`src/rtl/uart_pkg.sv`:
```
// uart_pkg: shared types, baud divisor table and status layout for the UART receive engine.
package uart_pkg;
    localparam int ENTRY_W = 10;
    localparam int ST_RXRDY = 0;
    localparam int ST_PERR = 1;
    localparam int ST_FERR = 2;
    localparam int ST_OVF = 3;
    localparam int ST_FULL = 4;
    localparam int BAUD_RATE [12] = '{300, 1200, 2400, 4800, 9600, 19200, 38400, 57600,
                                      115200, 230400, 460800, 921600};
    typedef enum logic [2:0] {IDLE, START, DATA, PARITY, STOP} state_t;
    typedef logic [19:0] baud_div_t;
    typedef baud_div_t [15:0] div_tab_t;
    // Rounded clocks per 16x oversample tick; selects 12..15 alias the fastest rate.
    function automatic div_tab_t div_table(input int clk_hz);
        div_tab_t t;
        for (int i = 0; i < 16; i++) begin
            int r;
            r = BAUD_RATE[i < 12 ? i : 11];
            t[i] = baud_div_t'((clk_hz + r * 8) / (r * 16));
        end
        return t;
    endfunction
endpackage

```
`src/rtl/rx_fifo.sv`:
```
// rx_fifo: synchronous FIFO with flush; full/empty from wrap-bit pointer compare.
module rx_fifo #(
    parameter int WIDTH = 10,
    parameter int DEPTH = 16
) (
    input  logic             clk,
    input  logic             rst,
    input  logic             push,
    input  logic             pop,
    input  logic             flush,
    input  logic [WIDTH-1:0] din,
    output logic             full,
    output logic             empty,
    output logic [WIDTH-1:0] head
);
    localparam int AW = $clog2(DEPTH);
    localparam logic [AW:0] ONE = 1;
    logic [AW:0] wp, rp;
    logic [WIDTH-1:0] mem [DEPTH];
    logic do_push, do_pop;
    assign empty = wp == rp;
    assign full = (wp[AW] != rp[AW]) && (wp[AW-1:0] == rp[AW-1:0]);
    assign head = mem[rp[AW-1:0]];
    assign do_pop = pop && !empty;
    // A pop in the same clock frees the slot the push lands in.
    assign do_push = push && (!full || do_pop);
    always_ff @(posedge clk or negedge rst)
        if (!rst) begin
            wp <= '0;
            rp <= '0;
        end else if (flush) begin
            wp <= '0;
            rp <= '0;
        end else begin
            if (do_push) wp <= wp + ONE;
            if (do_pop) rp <= rp + ONE;
        end
    always_ff @(posedge clk)
        if (do_push && !flush) mem[wp[AW-1:0]] <= din;
endmodule

```
`src/rtl/uart_rx_fifo_engine.sv`:
```
// uart_rx_fifo_engine: 16x oversampled majority-vote UART receiver feeding a tagged receive FIFO,
// with data/status registers on the port_id/read_strobe bus.
module uart_rx_fifo_engine
    import uart_pkg::*;
#(
    parameter int          CLK_HZ      = 100_000_000,
    parameter int          FIFO_DEPTH  = 16,
    parameter logic [15:0] DATA_PORT   = 16'h0000,
    parameter logic [15:0] STATUS_PORT = 16'h0001
) (
    input  logic        clk,
    input  logic        rst,
    input  logic        rx,
    input  logic        eight,
    input  logic        pen,
    input  logic        even,
    input  logic [3:0]  baud,
    input  logic        clr,
    input  logic        read_strobe,
    input  logic [15:0] port_id,
    output logic [7:0]  data,
    output logic [7:0]  status,
    output logic        RXRDY,
    output logic        FERR,
    output logic        PERR,
    output logic        OVF
);
    localparam div_tab_t DIV_TAB = div_table(CLK_HZ);
    state_t state;
    logic rx_s1, rx_s, rx_d, fall, tick, maj, par_x;
    logic eight_q, pen_q, even_q, perr_q, s7, s8, push_q;
    logic [19:0] div_q, div_cnt;
    logic [3:0] tcnt, tn;
    logic [2:0] bcnt;
    logic [7:0] sh, d;
    logic [ENTRY_W-1:0] word_q, head;
    logic full, empty, pop_req, stat_rd;
    assign fall = rx_d && !rx_s;
    assign tick = (state != IDLE) && (div_cnt == div_q - 20'd1);
    assign tn = tcnt + 4'd1;
    assign maj = (s7 & s8) | (s7 & rx_s) | (s8 & rx_s);
    assign d = eight_q ? sh : {1'b0, sh[7:1]};
    assign par_x = ^d ^ maj;
    assign pop_req = read_strobe && port_id == DATA_PORT;
    assign stat_rd = read_strobe && port_id == STATUS_PORT;
    always_ff @(posedge clk or negedge rst)
        if (!rst) {rx_s1, rx_s, rx_d} <= 3'b111;
        else {rx_s1, rx_s, rx_d} <= {rx, rx_s1, rx_s};
    // Bits are decided on the third of three votes at oversample ticks 7, 8, 9 of each bit.
    always_ff @(posedge clk or negedge rst)
        if (!rst) begin
            state <= IDLE;
            div_q <= '0;
            div_cnt <= '0;
            tcnt <= '0;
            bcnt <= '0;
            s7 <= 1'b0;
            s8 <= 1'b0;
            sh <= '0;
            perr_q <= 1'b0;
            eight_q <= 1'b0;
            pen_q <= 1'b0;
            even_q <= 1'b0;
            push_q <= 1'b0;
            word_q <= '0;
        end else if (clr) begin
            state <= IDLE;
            push_q <= 1'b0;
        end else begin
            push_q <= 1'b0;
            if (state == IDLE) begin
                if (fall) begin
                    state <= START;
                    div_q <= DIV_TAB[baud];
                    div_cnt <= '0;
                    tcnt <= '0;
                    bcnt <= '0;
                    perr_q <= 1'b0;
                    eight_q <= eight;
                    pen_q <= pen;
                    even_q <= even;
                end
            end else begin
                div_cnt <= tick ? '0 : div_cnt + 20'd1;
                if (tick) begin
                    tcnt <= tn;
                    if (tn == 4'd7) s7 <= rx_s;
                    if (tn == 4'd8) s8 <= rx_s;
                    if (tn == 4'd9)
                        case (state)
                            START: state <= maj ? IDLE : DATA;
                            DATA: begin
                                sh <= {maj, sh[7:1]};
                                bcnt <= bcnt + 3'd1;
                                if (bcnt == {2'b11, eight_q}) state <= pen_q ? PARITY : STOP;
                            end
                            PARITY: begin
                                perr_q <= even_q ? par_x : ~par_x;
                                state <= STOP;
                            end
                            default: begin
                                word_q <= {~maj, perr_q, d};
                                push_q <= 1'b1;
                                state <= IDLE;
                            end
                        endcase
                end
            end
        end
    // An overflow in the same clock as a status read keeps OVF set.
    always_ff @(posedge clk or negedge rst)
        if (!rst) OVF <= 1'b0;
        else OVF <= clr ? 1'b0 : (push_q && full && !pop_req) ? 1'b1 : stat_rd ? 1'b0 : OVF;
    rx_fifo #(.WIDTH(ENTRY_W), .DEPTH(FIFO_DEPTH)) u_fifo (
        .clk(clk),
        .rst(rst),
        .push(push_q),
        .pop(pop_req),
        .flush(clr),
        .din(word_q),
        .full(full),
        .empty(empty),
        .head(head)
    );
    assign RXRDY = !empty;
    assign data = empty ? 8'h00 : head[7:0];
    assign FERR = !empty && head[9];
    assign PERR = !empty && head[8];
    always_comb begin
        status = '0;
        status[ST_RXRDY] = RXRDY;
        status[ST_PERR] = PERR;
        status[ST_FERR] = FERR;
        status[ST_OVF] = OVF;
        status[ST_FULL] = full;
    end
endmodule

```
`config.mk`:
```
export PLATFORM = sky130hd
export DESIGN_NAME = uart_rx_fifo_engine
export DESIGN_NICKNAME = d
export VERILOG_FILES = /design/src/rtl/uart_pkg.sv /design/src/rtl/rx_fifo.sv /design/src/rtl/uart_rx_fifo_engine.sv
export SDC_FILE = /design/constraint.sdc
export NUM_CORES = 1
export LEC_CHECK = 0
export ABC_CLOCK_PERIOD_IN_PS = 9500
export CORE_MARGIN = 1
export CORE_UTILIZATION = 60
export CTS_BUF_LIST = sky130_fd_sc_hd__clkbuf_8
export DETAILED_ROUTE_END_ITERATION = 7
export PLACE_DENSITY_LB_ADDON = 0.15
export SLEW_MARGIN = 20
export SYNTH_ARGS = -nofsm -noshare
export SYNTH_HDL_FRONTEND = slang
export SYNTH_HIERARCHICAL = 1
export SYNTH_SLANG_ARGS = --single-unit
```
`constraint.sdc`:
```
create_clock -name clk -period 9.5 [get_ports clk]
set_input_delay 1.9 -clock clk [delete_from_list [all_inputs] [get_ports clk]]
set_output_delay 1.9 -clock clk [all_outputs]
set_load 0.01 [all_outputs]
```
==> results of run 1 <==
[cells by family (layout without fill, tap and decap cells)]
group	Yosys count	count (layout)	share of synthesized area, %
simple gates	254	254	12.1
flops	243	243	60.1
compound gates	111	111	6.55
mux	88	88	12.4
buf+inv	78	147	3.10
xor+xnor	50	50	3.82
fa+ha+maj	18	18	1.94
other cells	1	3	0.0327
[cells in the final DEF, fill, tap and decap left out, types with 4 or more instances in the layout]
cell,n
edfxtp_1,160
dfrtp_1,79
nor2_1,66
nand2_1,52
clkbuf_8,44
clkdlybuf4s50_1,43
inv_1,40
mux4_2,40
a21oi_1,34
nor2b_1,28
xnor2_1,26
xor2_1,24
mux2_2,22
o21ai_0,19
mux2i_1,19
nand3_1,17
ha_1,17
nand4_1,16
nor3_1,11
nand2b_1,10
a211oi_1,10
buf_4,8
mux2_1,7
nor4_1,6
or3_1,6
and2_1,5
clkinv_1,5
a21o_1,4
or2_2,4
and3_1,4
o31ai_1,4
clkinv_2,4
[cells in the mapped netlist, types with 5 or more instances]
master,number
nor2_1,66
nand2_1,52
a21oi_1,34
inv_1,26
a211oi_1,10
edfxtp_1,160
buf_4,12
nand4_1,16
mux2_1,7
buf_2,7
nor3_1,13
nor2b_1,28
nand2b_1,10
o21ai_0,19
ha_1,17
xnor2_1,26
and2_1,5
mux2i_1,19
nand3_1,17
clkbuf_1,29
dfrtp_1,80
xor2_1,24
mux4_2,40
mux2_2,22
or3_1,6
nor4_1,6
[flip-flops by register name, indices dropped and copies added (netlist names), 3 cells and up]
name,count
bcnt,3
div_cnt,20
div_q,14
sh,8
state,3
tcnt,4
u_fifo/mem,160
u_fifo/rp,5
u_fifo/wp,5
word_q,10
[power by group through the flow]
stage | clock (mW) | combinational [mW] | sequential (mW)
after global routing | 0.910 | 0.184 | 1.18
after floorplan | 0 | 0.131 | 1.18
final | 0.849 | 0.166 | 1.18
after detailed placement | 0 | 0.165 | 1.20
after CTS | 0.870 | 0.166 | 1.18
after global placement | 0 | 0.161 | 1.20
[worst max-delay path, stage by stage, from the launching register on]
cell and delay [ns]:
dfrtp_2 0.34, buf_4 0.67, xor2_1 0.22, nor4_4 0.56, and2_1 0.47, nor2b_1 0.12
clkdlybuf4s50_1 0.50
[area by class of cell]
type | count | area (um^2)
Tap cell | 234 | 293
Sequential cell | 243 | 6890
Timing Repair Buffer | 51 | 490
Clock inverter | 26 | 139
Inverter | 26 | 97.6
Fill cell | 1267 | 5960
Multi-Input combinational cell | 524 | 4240
Clock buffer | 44 | 606
[metal layers]
layer | GRT usage, % | up-vias
met5 | 0 | -
met4 | 8.16 | 0
met1 | 32.2 | 3444
li1 | - | 3219
met3 | 4.41 | 40
met2 | 42.0 | 258
[how the worst max path moves through the flow]
stage,endpoint,cells past startpoint
finish,status[1],6
global placement,u_fifo/mem[1][2],8
detailed placement,u_fifo/mem[13][7],8
CTS,data[5],7
global route,RXRDY,6
floorplan,u_fifo/mem[0][0],7
==> run metrics, run 1 <==
Detail Placement HPWL 15.3 mm; Die X 140 um; clk sinks 243; Yosys reg bits 243; DR WL/cell 20.1 um; CTS tree done; initial antenna violation count 0; min setup slack post-route 4.18 ns; Tot Pwr 2.19 mW; sequential power share 53.7%; power share of the clock group 38.7%; CP Class register to primary output; NetSw 0.524 mW; Worst Path Arrival 3.42 ns; post-synth top area cell edfxtp_1; hold path startpoint rx_s1; Max IR drop VDD 136 uV; largest net degree at the start of global routing 58; die area 19700 um^2; final hold vios 0; Worst R2R End div_cnt[13]; number of gates resized after cts 0; Ports 48; Via Count 6961; clock buffer depth 3; Tcrit/Tclk final 56.0%; Crit. End Element primary output; number of global-route vias before repair 7105; clock skew 0.0223 ns; ranking of synthesized cells by area edfxtp_1, dfrtp_1, mux4_2; Routed WL 23.1 mm; Pleak 4.78 nW; sequential share of the synthesized area 60.1%; Worst Path Required 7.60 ns; post-synth top area share 41.9%; port bufs 44; Post-Synthesis Cell Area 11500 um^2; CP Max Fanout 44; Routed Antenna Nets 0; core area 18700 um^2; Critical Path Start Type register; Register-to-Register Path Depth 9; final slew viol count 0; finished layout cell area 12700 um^2; hold_ws 0.363 ns; status completed; wl on met1 9.65 mm; Max Fclk 0.188 GHz; R2R Path Start div_q[0]; post-layout util 68.2%; Vert. Die Dim 140 um; syn avg cell area 13.6 um^2; max cap viols 0; clk root buf clkbuf_8; GP Congestion 0.940; Post-CTS Hold Buffers 0; Initial DRC Count 434; Netlist cell types 78; clk_lat worst skew 0.54 ns; R2R setup slack 5.76 ns; Tmin final 5.32 ns; global-route usage over all layers 24.6%; GRT overflow 0; Initial Util 61.3%; Worst-path clk slew 0.07 ns; Met2 Wirelength 11.4 mm; Comb pwr share 7.6%; Max-slew headroom 30.1%; First-pass DRT Iterations 5; first-pass GRT wire length 37.2 mm; hold crit path type register to register; Placement Rows 50; Residual DRC 0; synth warn 6; Finished Layout Cells 1148; Num CTS Buffers 39; Post-CTS Setup Bufs 0; Post-synth EDFFs 160; Antenna diodes 0; area grow syn2layout 11.2%; Hold Path Cell Cnt 0; hold path endpoint rx_s; area of placed instances 12000 um^2; dpl cells 1078; PD cells 172 nW/um^2; Primary FF master, synth edfxtp_1; Cells after Synth 843; internal power 1.67 mW; nets 930; Async S/R FF share, synth 34.2%; Slew @ Worst Pin 1.04 ns; dpl ws 4.53 ns; RSZ-0062 raised after global routing no; wire length on met3 1.43 mm; Setup Viol. Count Final 0; aggregate negative setup slack 0 ns; routed vias/inst 6.06; H-tree depth 2; share of cells above drive strength 1 16.1%; sw frac 23.9%; Top Metal Used met4; CP startpoint u_fifo/rp[0]
Power figures use the tool's default switching activity.
==> run 2: changes to the inputs <==
--- a/config.mk
+++ b/config.mk
@@ -5,7 +5,7 @@
 export SDC_FILE = /design/constraint.sdc
 export NUM_CORES = 1
 export LEC_CHECK = 0
-export ABC_CLOCK_PERIOD_IN_PS = 9500
+export ABC_CLOCK_PERIOD_IN_PS = 5300
 export CORE_MARGIN = 1
 export CORE_UTILIZATION = 60
 export CTS_BUF_LIST = sky130_fd_sc_hd__clkbuf_8
==> constraint.sdc (replaced) <==
create_clock -name clk -period 5.3 [get_ports clk]
set_input_delay 1.06 -clock clk [delete_from_list [all_inputs] [get_ports clk]]
set_output_delay 1.06 -clock clk [all_outputs]
set_load 0.01 [all_outputs]
==> run 2 against run 1 <==
Against the previous run:
- die area did not move
- sequential power up 79%
- power up 93%
- core utilization increased by 0.94 points
- sequential share of layout area down 0.74 points
- via count is 0.66% higher
- clock-buffer cell count up 5
- critical path depth did not move
- worst hold slack lost 0.0056 ns
- critical endpoint is now data[6]
==> run metrics, run 2 (synthesized netlist as in run 1, its figures left out) <==
hold crit path type register to register (unchanged); Filler Cell Count 1276 (was 1267); Tot Pwr 4.22 mW (was 2.19 mW); GP Congestion 0.893 (was 0.940); routed vias/inst 6.08 (was 6.06); number of global-route vias before repair 7192 (was 7105); Crit. End Element primary output (unchanged); Largest register FFs 160 (unchanged); Antenna diodes 0 (unchanged); Ports 48 (unchanged); number of gates resized after cts 0 (unchanged); wl on met1 10.0 mm (was 9.65 mm); dpl ws 1.21 ns (was 4.53 ns); CP Class register to primary output (unchanged); Worst-path clk slew 0.06 ns (was 0.07 ns); nets 934 (was 930); Detail Placement HPWL 15.8 mm (was 15.3 mm); Routed Antenna Nets 0 (unchanged); DR WL/cell 20.6 um (was 20.1 um); Post-CTS Setup Bufs 0 (unchanged); Vert. Die Dim 140 um (unchanged); Post-CTS Hold Buffers 0 (unchanged); status completed (unchanged); hold path endpoint rx_s (unchanged); Via Count 7007 (was 6961); R2R setup slack 1.58 ns (was 5.76 ns); Critical Path Slowest Stage Cell dfrtp_1 (was buf_4); Die X 140 um (unchanged); global-route usage over all layers 25.7% (was 24.6%); clk sinks 243 (unchanged); largest net degree at the start of global routing 84 (was 58); Met2 Wirelength 12.0 mm (was 11.4 mm); Tmin final 4.34 ns; RSZ-0062 raised after global routing no (unchanged); die area 19700 um^2 (unchanged); max cap viols 0 (unchanged); Worst Path Required 4.24 ns (was 7.60 ns); CP Max Fanout 18 (was 44); Worst Path Arrival 3.28 ns (was 3.42 ns); H-tree depth 2 (unchanged); GRT overflow 0 (unchanged); Initial DRC Count 610 (was 434); Initial Util 61.3% (unchanged); clk root buf clkbuf_8 (unchanged); clock skew 0.0211 ns (was 0.0223 ns); min setup slack post-route 0.957 ns (was 4.18 ns); core area 18700 um^2 (unchanged); Worst R2R End div_cnt[17] (was div_cnt[13]); Max Fclk 0.230 GHz; R2R Path Start div_q[0] (unchanged); clk_lat worst skew 0.53 ns (was 0.54 ns); post-layout util 69.1% (was 68.2%); final hold vios 0 (unchanged); Register-to-Register Path Depth 9 (unchanged); Critical Path Start Type register (unchanged); Tcrit/Tclk final 81.9%; clock buffer depth 3 (unchanged); Pleak 4.89 nW (was 4.78 nW); Hold Path Cell Cnt 0 (unchanged); First-pass DRT Iterations 5 (unchanged); hold_ws 0.358 ns (was 0.363 ns); Max IR drop VDD 252 uV (was 136 uV); first-pass GRT wire length 38.7 mm (was 37.2 mm); hold path startpoint rx_s1 (unchanged); Max-slew headroom 29.4% (was 30.1%); Routed WL 23.8 mm (was 23.1 mm); most frequent cells in the layout edfxtp_1, dfrtp_1, nor2_1 (unchanged); Num CTS Buffers 40 (was 39); Setup Viol. Count Final 0 (unchanged); Residual DRC 0 (unchanged); wire length on met3 1.21 mm (was 1.43 mm); CTS tree done (unchanged); Top Metal Used met4 (unchanged); Placement Rows 50 (unchanged); final slew viol count 0 (unchanged); most common cell after layout, fill and taps aside edfxtp_1 (unchanged); aggregate negative setup slack 0 ns (unchanged); port bufs 44 (unchanged); PD cells 327 nW/um^2 (was 172 nW/um^2); crit path cell chain buf_4 -> mux4_2 -> a211oi_1 -> a21oi_1 -> nor2b_1 -> clkdlybuf4s50_1 (was buf_4 -> xor2_1 -> nor4_4 -> and2_1 -> nor2b_1 -> clkdlybuf4s50_1); area grow syn2layout 12.8% (was 11.2%); CP max stage delay 0.89 ns (was 0.67 ns); initial antenna violation count 0 (unchanged); share of cells above drive strength 1 17.0% (was 16.1%); Slew @ Worst Pin 1.06 ns (was 1.04 ns)
-- run 2: changes by cell type in the layout (fill, tap and decap cells not counted), moves of 2 or more --
cell	delta
nor3_2	-2
buf_4	+2
clkbuf_8	+5
nor3_1	+2
bufinv_16	+4
clkinv_1	-2
inv_1	-4
-- run 2: cell type report --
cell class / instances / area [um^2] / area share (%)
clock buffer: 49 / 674 / 5.22
clock inverter: 23 / 230 / 1.78
inverter: 26 / 97.6 / 0.755
multi-input combinational: 524 / 4230 / 32.7
sequential: 243 / 6890 / 53.3
tap: 234 / 293 / 2.27
timing repair buffer: 54 / 517 / 4.00
-- run 2: layer usage --
metal / global-route usage, % / vias to the layer above
li1: - / 3232
met1: 34.2 / 3508
met2: 42.8 / 222
met4: 9.49 / 0
met3: 4.27 / 45
met5: 0 / -
-- run 2: where the power goes --
part           internal [mW]  switching (mW)
Sequential              2.04          0.0700
Combinational          0.138           0.164
Clock                   1.08           0.726
Total                   3.26           0.960
-- run 2: worst max-delay path, delay by kind of cell (launching register included) --
kind | cells | cell delay, ns
DFF | 1 | 0.89
buffers and inverters | 2 | 0.92
muxes | 1 | 0.35
AOI/OAI and AO/OA | 2 | 0.45
and+or+nand+nor | 1 | 0.14
-- run 2: how the worst max path moves through the flow --
stage                                    to    startpoint  cells past startpoint  slack, ns
final                               data[6]  u_fifo/rp[2]                      6       0.96
after global routing                data[2]  u_fifo/rp[0]                      6       0.72
after CTS                           data[2]  u_fifo/rp[0]                      6       0.88
after detailed placement   u_fifo/mem[6][6]    port_id[8]                      8       1.21
after global placement    u_fifo/mem[13][0]    port_id[8]                      8       1.22
after floorplan            u_fifo/mem[0][0]    port_id[8]                      7       1.97
-- run 2: through the flow --
stage                     cells  area, um^2
after floorplan             845       11500
after CTS                  1153       12900
final                      1153       12900
after detailed placement   1081       12000
after global placement     1081       12000
after global routing       1153       12900
